## config.mk

```make
export PLATFORM = sky130hd
export DESIGN_NAME = bcd_7448_scan_ctrl
export DESIGN_NICKNAME = d
export VERILOG_FILES = /design/src/rtl/bcd_7448_scan_ctrl.sv
export SDC_FILE = /design/constraint.sdc
export NUM_CORES = 1
export LEC_CHECK = 0
export BUFFER_PORTS_ARGS = -buffer_cell sky130_fd_sc_hd__buf_4
export CAP_MARGIN = 20
export CORE_MARGIN = 2
export CORE_UTILIZATION = 48
export CTS_BUF_LIST = sky130_fd_sc_hd__clkbuf_4 sky130_fd_sc_hd__clkbuf_8
export DETAILED_ROUTE_END_ITERATION = 12
export MAX_ROUTING_LAYER = met4
export PLACE_DENSITY = 0.68
export SLEW_MARGIN = 40
export SYNTH_ARGS = -nofsm -noshare
export SYNTH_HDL_FRONTEND = slang
export SYNTH_SLANG_ARGS = --single-unit
```

## constraint.sdc

```tcl
create_clock -name clk -period 2.7 [get_ports clk]
set_input_delay 0.54 -clock clk [delete_from_list [all_inputs] [get_ports clk]]
set_output_delay 0.54 -clock clk [all_outputs]
set_load 0.03 [all_outputs]
```

## src/rtl/bcd_7448_scan_ctrl.sv

```systemverilog
// Multiplexed MSD-first scan driver for one shared bcd_7448 with ripple-blank leading-zero suppression.
// All outputs are registered from next-state values, so a control sampled in one cycle shows in the next.
module bcd_7448_scan_ctrl #(
  parameter int NUM_DIGITS   = 4,
  parameter int DWELL_CYCLES = 1000,
  parameter int GAP_CYCLES   = 2
) (
  input  logic                      clk,
  input  logic                      rst,
  input  logic [4*NUM_DIGITS-1:0]   value_in,
  input  logic                      load,
  input  logic                      lz_en,
  input  logic                      lamp_test,
  input  logic                      blank,
  output logic [3:0]                bcd_out,
  output logic                      LT_out,
  output logic                      BI_out,
  output logic                      RBI_out,
  output logic [NUM_DIGITS-1:0]     digit_en,
  output logic                      frame_done
);

  localparam int MAXC = (DWELL_CYCLES > GAP_CYCLES) ? DWELL_CYCLES : GAP_CYCLES;
  localparam int CW   = $clog2(MAXC + 1);
  localparam int IW   = $clog2(NUM_DIGITS);
  localparam logic [IW-1:0] MSD        = IW'(NUM_DIGITS - 1);
  localparam logic [CW-1:0] GAP_LAST   = CW'(GAP_CYCLES - 1);
  localparam logic [CW-1:0] DWELL_LAST = CW'(DWELL_CYCLES - 1);

  typedef enum logic {GAP, DRIVE} state_t;

  state_t                    state_q, state_d;
  logic [CW-1:0]             cnt_q, cnt_d;
  logic [IW-1:0]             idx_q, idx_d;
  logic                      zero_run_q, zero_run_d;
  logic [4*NUM_DIGITS-1:0]   display_q, display_d;
  logic [4*NUM_DIGITS-1:0]   pending_q, pending_d;
  logic                      pend_vld_q, pend_vld_d;

  logic [3:0]                cur_nib, nib_d;
  logic                      supp_d;
  logic [NUM_DIGITS-1:0]     onehot_d;
  logic [NUM_DIGITS-1:0]     digit_en_d;
  logic [3:0]                bcd_d;
  logic                      lt_d, bi_d, rbi_d, frame_done_d;

  assign cur_nib = display_q[{idx_q, 2'b00} +: 4];

  always_comb begin
    state_d    = state_q;
    cnt_d      = cnt_q + 1'b1;
    idx_d      = idx_q;
    zero_run_d = zero_run_q;
    display_d  = display_q;
    pending_d  = pending_q;
    pend_vld_d = pend_vld_q;
    if (load) begin
      pending_d  = value_in;
      pend_vld_d = 1'b1;
    end
    if (state_q == GAP) begin
      if (cnt_q == GAP_LAST) begin
        state_d = DRIVE;
        cnt_d   = '0;
      end
    end else if (cnt_q == DWELL_LAST) begin
      state_d    = GAP;
      cnt_d      = '0;
      zero_run_d = zero_run_q & (cur_nib == 4'd0);
      if (idx_q == '0) begin
        // Frame boundary: the only point the display may change, so frames never tear.
        idx_d      = MSD;
        zero_run_d = 1'b1;
        if (load) begin
          display_d = value_in;
        end else if (pend_vld_q) begin
          display_d = pending_q;
        end
        pend_vld_d = 1'b0;
      end else begin
        idx_d = idx_q - 1'b1;
      end
    end
  end

  assign nib_d    = display_d[{idx_d, 2'b00} +: 4];
  assign supp_d   = lz_en && zero_run_d && (nib_d == 4'd0) && (idx_d != '0);
  assign onehot_d = NUM_DIGITS'(1) << idx_d;

  always_comb begin
    digit_en_d   = '0;
    bcd_d        = 4'd0;
    lt_d         = 1'b1;
    bi_d         = 1'b0;
    rbi_d        = 1'b1;
    frame_done_d = (state_d == DRIVE) && (idx_d == '0) && (cnt_d == DWELL_LAST);
    if (state_d == DRIVE) begin
      if (lamp_test) begin
        digit_en_d = onehot_d;
        bcd_d      = nib_d;
        lt_d       = 1'b0;
        bi_d       = 1'b1;
      end else if (!blank) begin
        digit_en_d = onehot_d;
        bi_d       = 1'b1;
        bcd_d      = supp_d ? 4'd0 : nib_d;
        rbi_d      = !supp_d;
      end
    end
  end

  always_ff @(posedge clk or posedge rst) begin
    if (rst) begin
      state_q    <= GAP;
      cnt_q      <= '0;
      idx_q      <= MSD;
      zero_run_q <= 1'b1;
      display_q  <= '0;
      pending_q  <= '0;
      pend_vld_q <= 1'b0;
      digit_en   <= '0;
      bcd_out    <= 4'd0;
      LT_out     <= 1'b1;
      BI_out     <= 1'b0;
      RBI_out    <= 1'b1;
      frame_done <= 1'b0;
    end else begin
      state_q    <= state_d;
      cnt_q      <= cnt_d;
      idx_q      <= idx_d;
      zero_run_q <= zero_run_d;
      display_q  <= display_d;
      pending_q  <= pending_d;
      pend_vld_q <= pend_vld_d;
      digit_en   <= digit_en_d;
      bcd_out    <= bcd_d;
      LT_out     <= lt_d;
      BI_out     <= bi_d;
      RBI_out    <= rbi_d;
      frame_done <= frame_done_d;
    end
  end

endmodule

```

# After elaboration in Yosys (flattened, before gate mapping)
# Cells that the tools add are included.
# classes
n_reduce_logical	11
mul	0
shift	3
addsub	2
n_mux	36
div	0
magnitude_cmp	0
bitwise	1
n_eq_ne	3
# ops
cell	n
$mux W16	5
$shiftx A16 B5 Y4	2
$mux W10	3
$mux W4	7
$eq A10 B10 Y1 const B	2
$mux W1	18
$add A10 B1 Y10 const B	1
$eq A10 B1 Y1 const B	1
$logic_not A4 Y1	2
$mux W2	3
$logic_and A1 B1 Y1	5
$logic_not A2 Y1	2
$shl A1 B2 Y4 const A	1
$reduce_bool A2 Y1	1
$sub A2 B1 Y2 const B	1
$and A1 B1 Y1	1
$logic_not A1 Y1	1
# totals
latch_bits	0
out_inout_bits	12
in_bits	22
reg_bits	59
memories	0
mem_bits_rw	0
wordCells	69
mem_bits_ro	0

# Longest topological paths before layout
# Gate-level depths: netlist of the first run.
# logic_depth
depth_word	13
ltp_mapped	10
ltp_nobuf	9

# Worst setup path before layout of the first run
# No wires, ideal clock.
# synth_timing
kind	reg-to-reg
from	register cnt_q[0]
to	register RBI_out
slack_ns	0.300
path_stages_with_launch	10
t_required_ns	2.602
arrival_time_ns	2.302
period_less_slack_ns	2.400
n_path_buf	0
setup_time_ns	0.098
cell_sequence	dfrtp_1 > ha_1 > nand4bb_4 > nor4_4 > mux2i_1 > inv_1 > and2_0 > a22o_1 > a221oi_2 > nand4_1
# synth_between
elab_chain_cells	11
elab_cells_between_ends	21
classes_between	2 x eq/ne; 1 x shift; 12 x mux; 6 x reduce/logical
# synth_lines
element	line	rtl
from (decl)	33	logic [CW-1:0] cnt_q, cnt_d;
from (signal assigned)	129	cnt_q <= cnt_d;
$eq A10 B10 Y1 *	66	end else if (cnt_q == DWELL_LAST) begin
$mux W2 *	66	
$mux W2 *	61	if (state_q == GAP) begin
via idx_d[0]	34	logic [IW-1:0] idx_q, idx_d;
$shiftx A16 B5 Y4	86	assign nib_d = display_d[{idx_d, 2'b00} +: 4];
$logic_not A4 Y1	87	assign supp_d = lz_en && zero_run_d && (nib_d == 4'd0) && (idx_d != '0);
$logic_and A1 B1 Y1	87	
$logic_and A1 B1 Y1 *	87	
$logic_not A1 Y1 *	107	rbi_d = !supp_d;
$mux W1 *	103	end else if (!blank) begin
$mux W1 *	98	if (lamp_test) begin
$mux W1 *	97	if (state_d == DRIVE) begin
via rbi_d	45	logic lt_d, bi_d, rbi_d, frame_done_d;
to (signal assigned)	139	RBI_out <= rbi_d;
to (decl)	18	output logic RBI_out,
# The timed path passes the listed nets; every way through them passes the cells marked *.
# A chain may end at the register's enable or synchronous reset.

# Worst setup path in the final report of the first run
# Ends and elaborated chain as after synthesis.

==> results of run 1 <==
-- path summary, 6_finish.rpt --
kind	startpoint	to	slack, ns	depth (start not counted)
worst min register to register	pending_q[10]	pending_q[10]	0.50	1
min in group clk	lamp_test	LT_out	0.34	2
worst max register to register	cnt_q[0]	RBI_out	0.15	10
worst max-delay path	cnt_q[0]	RBI_out	0.15	10
max in group asynchronous	rst	idx_q[1]	1.81	3
worst min-delay path	rst	digit_en[0]	0.26	2
-- cells in the mapped netlist (all sizes together) (2+ instances only) --
cell type   n  area share, %
dfrtp      54             49
nor2       48            6.5
inv        16            2.2
mux2       14            5.7
nand2      14            1.9
nand3      10            1.8
nor4        9            2.6
o22ai       7            1.6
nor3        6            1.3
dfstp       5            4.7
nand2b      5            1.1
o21ai       5           0.90
xnor2       5            1.6
buf         4           0.77
clkbuf      4           0.54
a221oi      3            1.2
and2        3           0.68
ha          3            1.4
nand4       3            1.2
o21bai      3           0.81
o221ai      3            1.4
or2         3           0.68
xor2        3           0.95
a22oi       2           0.54
a31oi       2           0.45
and3        2           0.45
mux2i       2           0.72
nor2b       2           0.45
o2111ai     2           0.63
o221a       2           0.81
o32ai       2           0.63
or4         2           0.54
or4b        2           0.72
-- layer usage --
| metal | vias up | share of wire, % | track usage, % |
|---|---|---|---|
| met5 | - | 0 | - |
| met4 | 0 | 2.2 | 9.15 |
| met3 | 15 | 5.1 | 5.17 |
| met2 | 59 | 46 | 31.8 |
| met1 | 1065 | 46 | 28.2 |
| li1 | 1037 | - | - |
-- state kept, by name, indices dropped and copies added, names as in the netlist --
name        count
display_q      16
pending_q      16
cnt_q          10
bcd_out         4
digit_en        4
idx_q           2
BI_out          1
LT_out          1
RBI_out         1
frame_done      1
pend_vld_q      1
state_q         1
zero_run_q      1
-- cell type report --
cell class,instances,share of cell area (%)
Clock buffer,11,4.01
Inverter,16,1.73
Timing Repair Buffer,50,11.2
Clock inverter,5,2.24
Sequential cell,59,42.8
Multi-Input combinational cell,179,35.4
Tap cell,72,2.60
-- per-stage QoR --
stage | hold WS, ns | util (%)
after floorplan | 0.469 | -
after global placement | 0.484 | 57.7
after detailed placement | 0.492 | 57.7
after CTS | 0.266 | 61.6
after global routing | 0.294 | 62.5
final | 0.256 | 62.5
-- cells by family after synthesis --
group | after synthesis | synth area share (%)
xor gates and xnor gates | 8 | 2.52
AOI/OAI and AO/OA | 37 | 10.6
muxes | 16 | 6.40
adders and majority gates | 3 | 1.35
DFF | 59 | 53.4
and+or+nand+nor | 115 | 22.3
buffers and inverters | 24 | 3.47
-- where the power goes --
part | internal [uW] | switching (uW) | leakage (uW)
registers | 915 | 15.4 | 0.000725
clock network | 537 | 345 | 0.000110
logic | 59.1 | 60.8 | 0.000755
total | 1510 | 421 | 0.00159
-- repair_timing --
item | 4_1_cts | 5_1_grt
setup buffers | 0 | 3
setup endpoints to repair | 0 | 4
resized for setup | 0 | 8
==> summary.txt, run 1 <==
Clock tree
  • Hold_buf cts: 0
  • H-tree depth: 3
  • Clk sinks: 59
  • Clock Latency Late Sink: 0.33 ns
  • Clock-pin slew on the worst setup and hold paths: 0.07 ns
  • Number of buffers created by CTS: 9
  • Longest Clk Path Bufs: 2
  • CTS tree: built
  • Clk root buf: clkbuf_8

Status
  • Outcome: finished clean

Setup path
  • CP max-delay cell: dfrtp_2
  • Max FO, Critical Path: 7
  • Worst setup path category: reg2reg
  • Buf/Inv on CP: 2
  • Most common cell on crit path: buf_4
  • Critical path arrival: 2.78 ns
  • Cell Chain, Critical Path: ha_2 -> nand4bb_4 -> nor4_4 -> buf_4 -> mux2i_2 -> buf_4 -> nand2_1 -> o22a_1 -> o221ai_1 -> nand4_1
  • CP Capture Type: flop
  • Largest delay share family, worst path: simple AND/OR/NAND/NOR gates
  • Worst EP required: 2.93 ns
  • Largest stage delay on the critical path: 0.41 ns
  • Worst Setup Start Kind: flop

Timing
  • Final Cycle Share: 94.5%
  • RSZ-0062 raised after global routing: false
  • Slew Limit Fails: 0
  • Crit path time final: 2.55 ns
  • Worst setup margin: 0.147 ns
  • Fmax: just under 0.4 GHz
  • Final setup viols: 0
  • Setup TNS: 0 ns
  • Clk_skew: 0.00684 ns
  • Hold Vio Cnt, Final: 0
  • Rel. slew slack: between 60% and 70%
  • Slew @ Worst Pin: 0.540 ns

Pwr
  • Static Leak: 0.00159 uW
  • Power Total: 1930 uW
  • Maximum VDD drop: 290 uV
  • Pwr dens: between 500 and 600 nW/um2

Final layout
  • Synth-to-layout area growth: 24.7%
  • Multi-input gate area in the final layout: 1220 um2
  • Fin nets: 340
  • Commonest non-fill, non-tap cells in the layout: dfrtp_1, buf_4, nor2_1
  • Commonest non-fill, non-tap cell in the layout: dfrtp_1
  • Register area: between 1000 and 1500 um2
  • Diode count: 0
  • Layout cells sized above 1: 33.8%
  • Count of non-filler cells in the finished layout: 392
  • Filler instances: 469
  • Cell area after layout: 3460 um2

Global route
  • Initial antenna violation count: 0
  • Vias in the first global route: 2,076
  • Gr ovfl total: 0
  • Tot GR Track Use: 21.4%
  • Global-route wire length before repair: 10.0 mm
  • Largest net degree at the start of global routing: 36

Yosys
  • Post-synth EDFFs: 0
  • Post-synthesis sequential area ratio: 53.4%
  • Ys Warns: 0
  • Predominant post-synthesis flop cell: dfrtp_1
  • Net Count, Synth: 287
  • Avg Inst Size Synth: roughly 11 um2
  • #FFs+latches synth: 59
  • Post-Syn Instances: 262
  • FFs w/ async S/R, synth: 100%
  • Yosys cell types: 54
  • Netlist Area Pre-Place: 2780 um2

Die
  • Die ar.: approximately 6400 um2
  • Num rows: 27
  • IO Pins: 34
  • Die Height: 80.1 um
  • CORE AREA: between 5000 and 6000 um2
  • Die W: around 80 um
  • Initial core utilization: 50.1%

Detailed routing
  • Remaining DRCs: 0
  • Antenna viol nets, final: 0
  • DR iter-0 viols: about 160
  • Drt total wl: 6.22 mm
  • Vias per inst: 5.55
  • WL per Instance: 15.9 um
  • Via Count: 2,176
  • First-pass iteration count of the detailed router: 4

Placement
  • Hpwl dp: between 4 and 5 mm
  • Dpl ws: approximately 0.056 ns
  • Area of placed instances: between 3000 and 4000 um2
  • Placed Instances: 373
  • Port bufs: 33
  • GP Congestion: 0.902

Hold path
  • HP Class: in2async

Job
  • MaxCap Viol Count: 0
No activity file was read; power rests on OpenSTA's default activity.
==> run 2, diff against run 1 <==
--- a/config.mk
+++ b/config.mk
@@ -7,6 +7,7 @@
 export LEC_CHECK = 0
 export BUFFER_PORTS_ARGS = -buffer_cell sky130_fd_sc_hd__buf_4
 export CAP_MARGIN = 20
+export CORE_ASPECT_RATIO = 1.75
 export CORE_MARGIN = 2
 export CORE_UTILIZATION = 48
 export CTS_BUF_LIST = sky130_fd_sc_hd__clkbuf_4 sky130_fd_sc_hd__clkbuf_8
==> summary.txt, run 2 (synthesized netlist as in run 1, its figures left out) <==
Timing
  • Final setup viols: 0 (unchanged)
  • Slew Limit Fails: 0 (unchanged)
  • Rel. slew slack: 56.7% (-7.2 points)
  • Slew @ Worst Pin: 0.648 ns (+0.108 ns)
  • Worst hold slack: 0.286 ns (+0.0304 ns)
  • Setup TNS: 0 ns (unchanged)
  • Final Cycle Share: 94.1% (-0.48 points)
  • Clk_skew: 0.00591 ns (-0.000925 ns)
  • Fmax: 0.394 GHz (+0.51%)
  • Worst setup margin: 0.160 ns (+0.0130 ns)
  • Hold Vio Cnt, Final: 0 (unchanged)
  • Crit path time final: 2.54 ns (-0.0130 ns)

Global route
  • Global-route wire length before repair: 10.5 mm (+4.9%)
  • Initial antenna violation count: 0 (unchanged)
  • Gr ovfl total: 0 (unchanged)
  • Tot GR Track Use: 23.4% (+2.0 points)
  • Vias in the first global route: 2,218 (+6.8%)
  • Largest net degree at the start of global routing: 31 (-14%)

Final layout
  • Finished Core Util: 62.2% (-0.32 points)
  • Commonest non-fill, non-tap cells in the layout: dfrtp_1, nor2_1, buf_4
  • Diode count: 0 (unchanged)
  • Layout cells sized above 1: 32.7% (-1.0 points)
  • Fin nets: 338 (-0.59%)
  • Commonest non-fill, non-tap cell in the layout: dfrtp_1
  • Biggest registers after layout: display_q (16), pending_q (16), cnt_q (10)
  • Synth-to-layout area growth: 25.0%

Detailed routing
  • First-pass iteration count of the detailed router: 4 (unchanged)
  • WL per Instance: 16.5 um (+3.9%)
  • DR iter-0 viols: 91 (-43%)
  • Drt total wl: 6.49 mm (+4.5%)
  • Via Count: 2,146 (-1.4%)
  • Antenna viol nets, final: 0 (unchanged)
  • Remaining DRCs: 0 (unchanged)
  • Vias per inst: 5.45 (-1.9%)

Die
  • Die W: 61.5 um (-23%)
  • IO Pins: 34 (unchanged)
  • Die Height: 105 um (+31%)
  • Die ar.: 6440 um2 (+0.38%)
  • Initial core utilization: 49.7% (-0.40 points)
  • Num rows: 36 (+33%)
  • CORE AREA: 5590 um2 (+0.81%)

Setup path
  • CP max-delay cell: dfrtp_1
  • Critical path arrival: 2.79 ns (about the same)
  • FF-to-FF path depth: 10 (unchanged)
  • Worst setup path category: reg2reg
  • Largest stage delay on the critical path: 0.39 ns (-0.02 ns)
  • Cell Chain, Critical Path: ha_2 -> nand4bb_4 -> nor4_4 -> buf_4 -> nand3_1 -> buf_4 -> o221ai_2 -> o32ai_2 -> nor4_1 -> nand4_1
  • Worst EP required: 2.95 ns (+0.02 ns)
  • Most common cell on crit path: buf_4
  • Max FO, Critical Path: 7 (unchanged)
  • Worst Setup Start Kind: flop
  • CP Capture Type: flop

Placement
  • Hpwl dp: 4.87 mm (+6.7%)
  • Port bufs: 33 (unchanged)
  • Dpl ws: -0.0160 ns (-0.0717 ns)
  • GP Congestion: 0.953 (+5.7%)

Clock tree
  • Longest Clk Path Bufs: 2 (unchanged)
  • Clock Latency Late Sink: 0.34 ns (about the same)
  • Clk sinks: 59 (unchanged)
  • Clock-pin slew on the worst setup and hold paths: 0.07 ns (about the same)
  • H-tree depth: 3 (unchanged)
  • Clk root buf: clkbuf_8
  • CTS tree: built
  • Number of buffers created by CTS: 9 (unchanged)

Job
  • MaxCap Viol Count: 0 (unchanged)

Pwr
  • Maximum VDD drop: 351 uV (+21%)
  • Pwr dens: 565 nW/um2 (+1.2%)
  • Power Total: 1960 uW (+1.5%)
  • Static Leak: 0.00158 uW (-0.48%)

Hold path
  • HP Class: in2async

Status
  • Outcome: finished clean
## run 2: area by class of cell
type                    instances  area [um2]
multi-input cells             179        1240
clock buffers                  12         153
fillers                       481        2110
well taps                      76        95.1
clock inverters                 4        73.8
inverters                      16        60.1
flip-flops and latches         59        1480
repair buffers                 48         373
## run 2: metrics by stage
step,instances,instance area [um2]
after floorplan,262,2780
after global placement,376,3190
after detailed placement,376,3190
after CTS,392,3420
after global routing,394,3470
final,394,3470
## run 2: per-layer routing
layer	part of all wire [%]	global-route usage, %	wire length [um]
met1	38	24.6	2470
met2	55	39.3	3600
met3	3.0	5.20	197
met4	3.4	11.2	218
met5	0	-	0
## run 2: worst max-delay path, delay by kind of cell (launching register included)
family / cells / cell delay (ns)
DFF: 1 / 0.39
buffers and inverters: 2 / 0.39
AOI/OAI and AO/OA: 2 / 0.39
adders and majority gates: 1 / 0.25
and+or+nand+nor: 5 / 1.03
## run 2: worst paths after layout
check | startpoint | to | slack, ns
worst min register to register | pending_q[8] | pending_q[8] | 0.50
min in group clk | lamp_test | LT_out | 0.34
worst max-delay path | cnt_q[1] | RBI_out | 0.16
max in group asynchronous | rst | RBI_out | 1.76
worst max register to register | cnt_q[1] | RBI_out | 0.16
worst min-delay path | rst | pending_q[12] | 0.29
## run 2: where the power goes
| group | switching, uW | total [uW] | internal [uW] |
|---|---|---|---|
| clock | 346 | 912 | 565 |
| sequential | 14.2 | 929 | 915 |
| combinational | 61.2 | 120 | 59.1 |
## run 2: what timing repair did
item,CTS,global route
pin swaps,0,1
gates resized for setup,1,6
buffers inserted,0,2
endpoints found under the setup margin,1,3
hold buffers,0,0
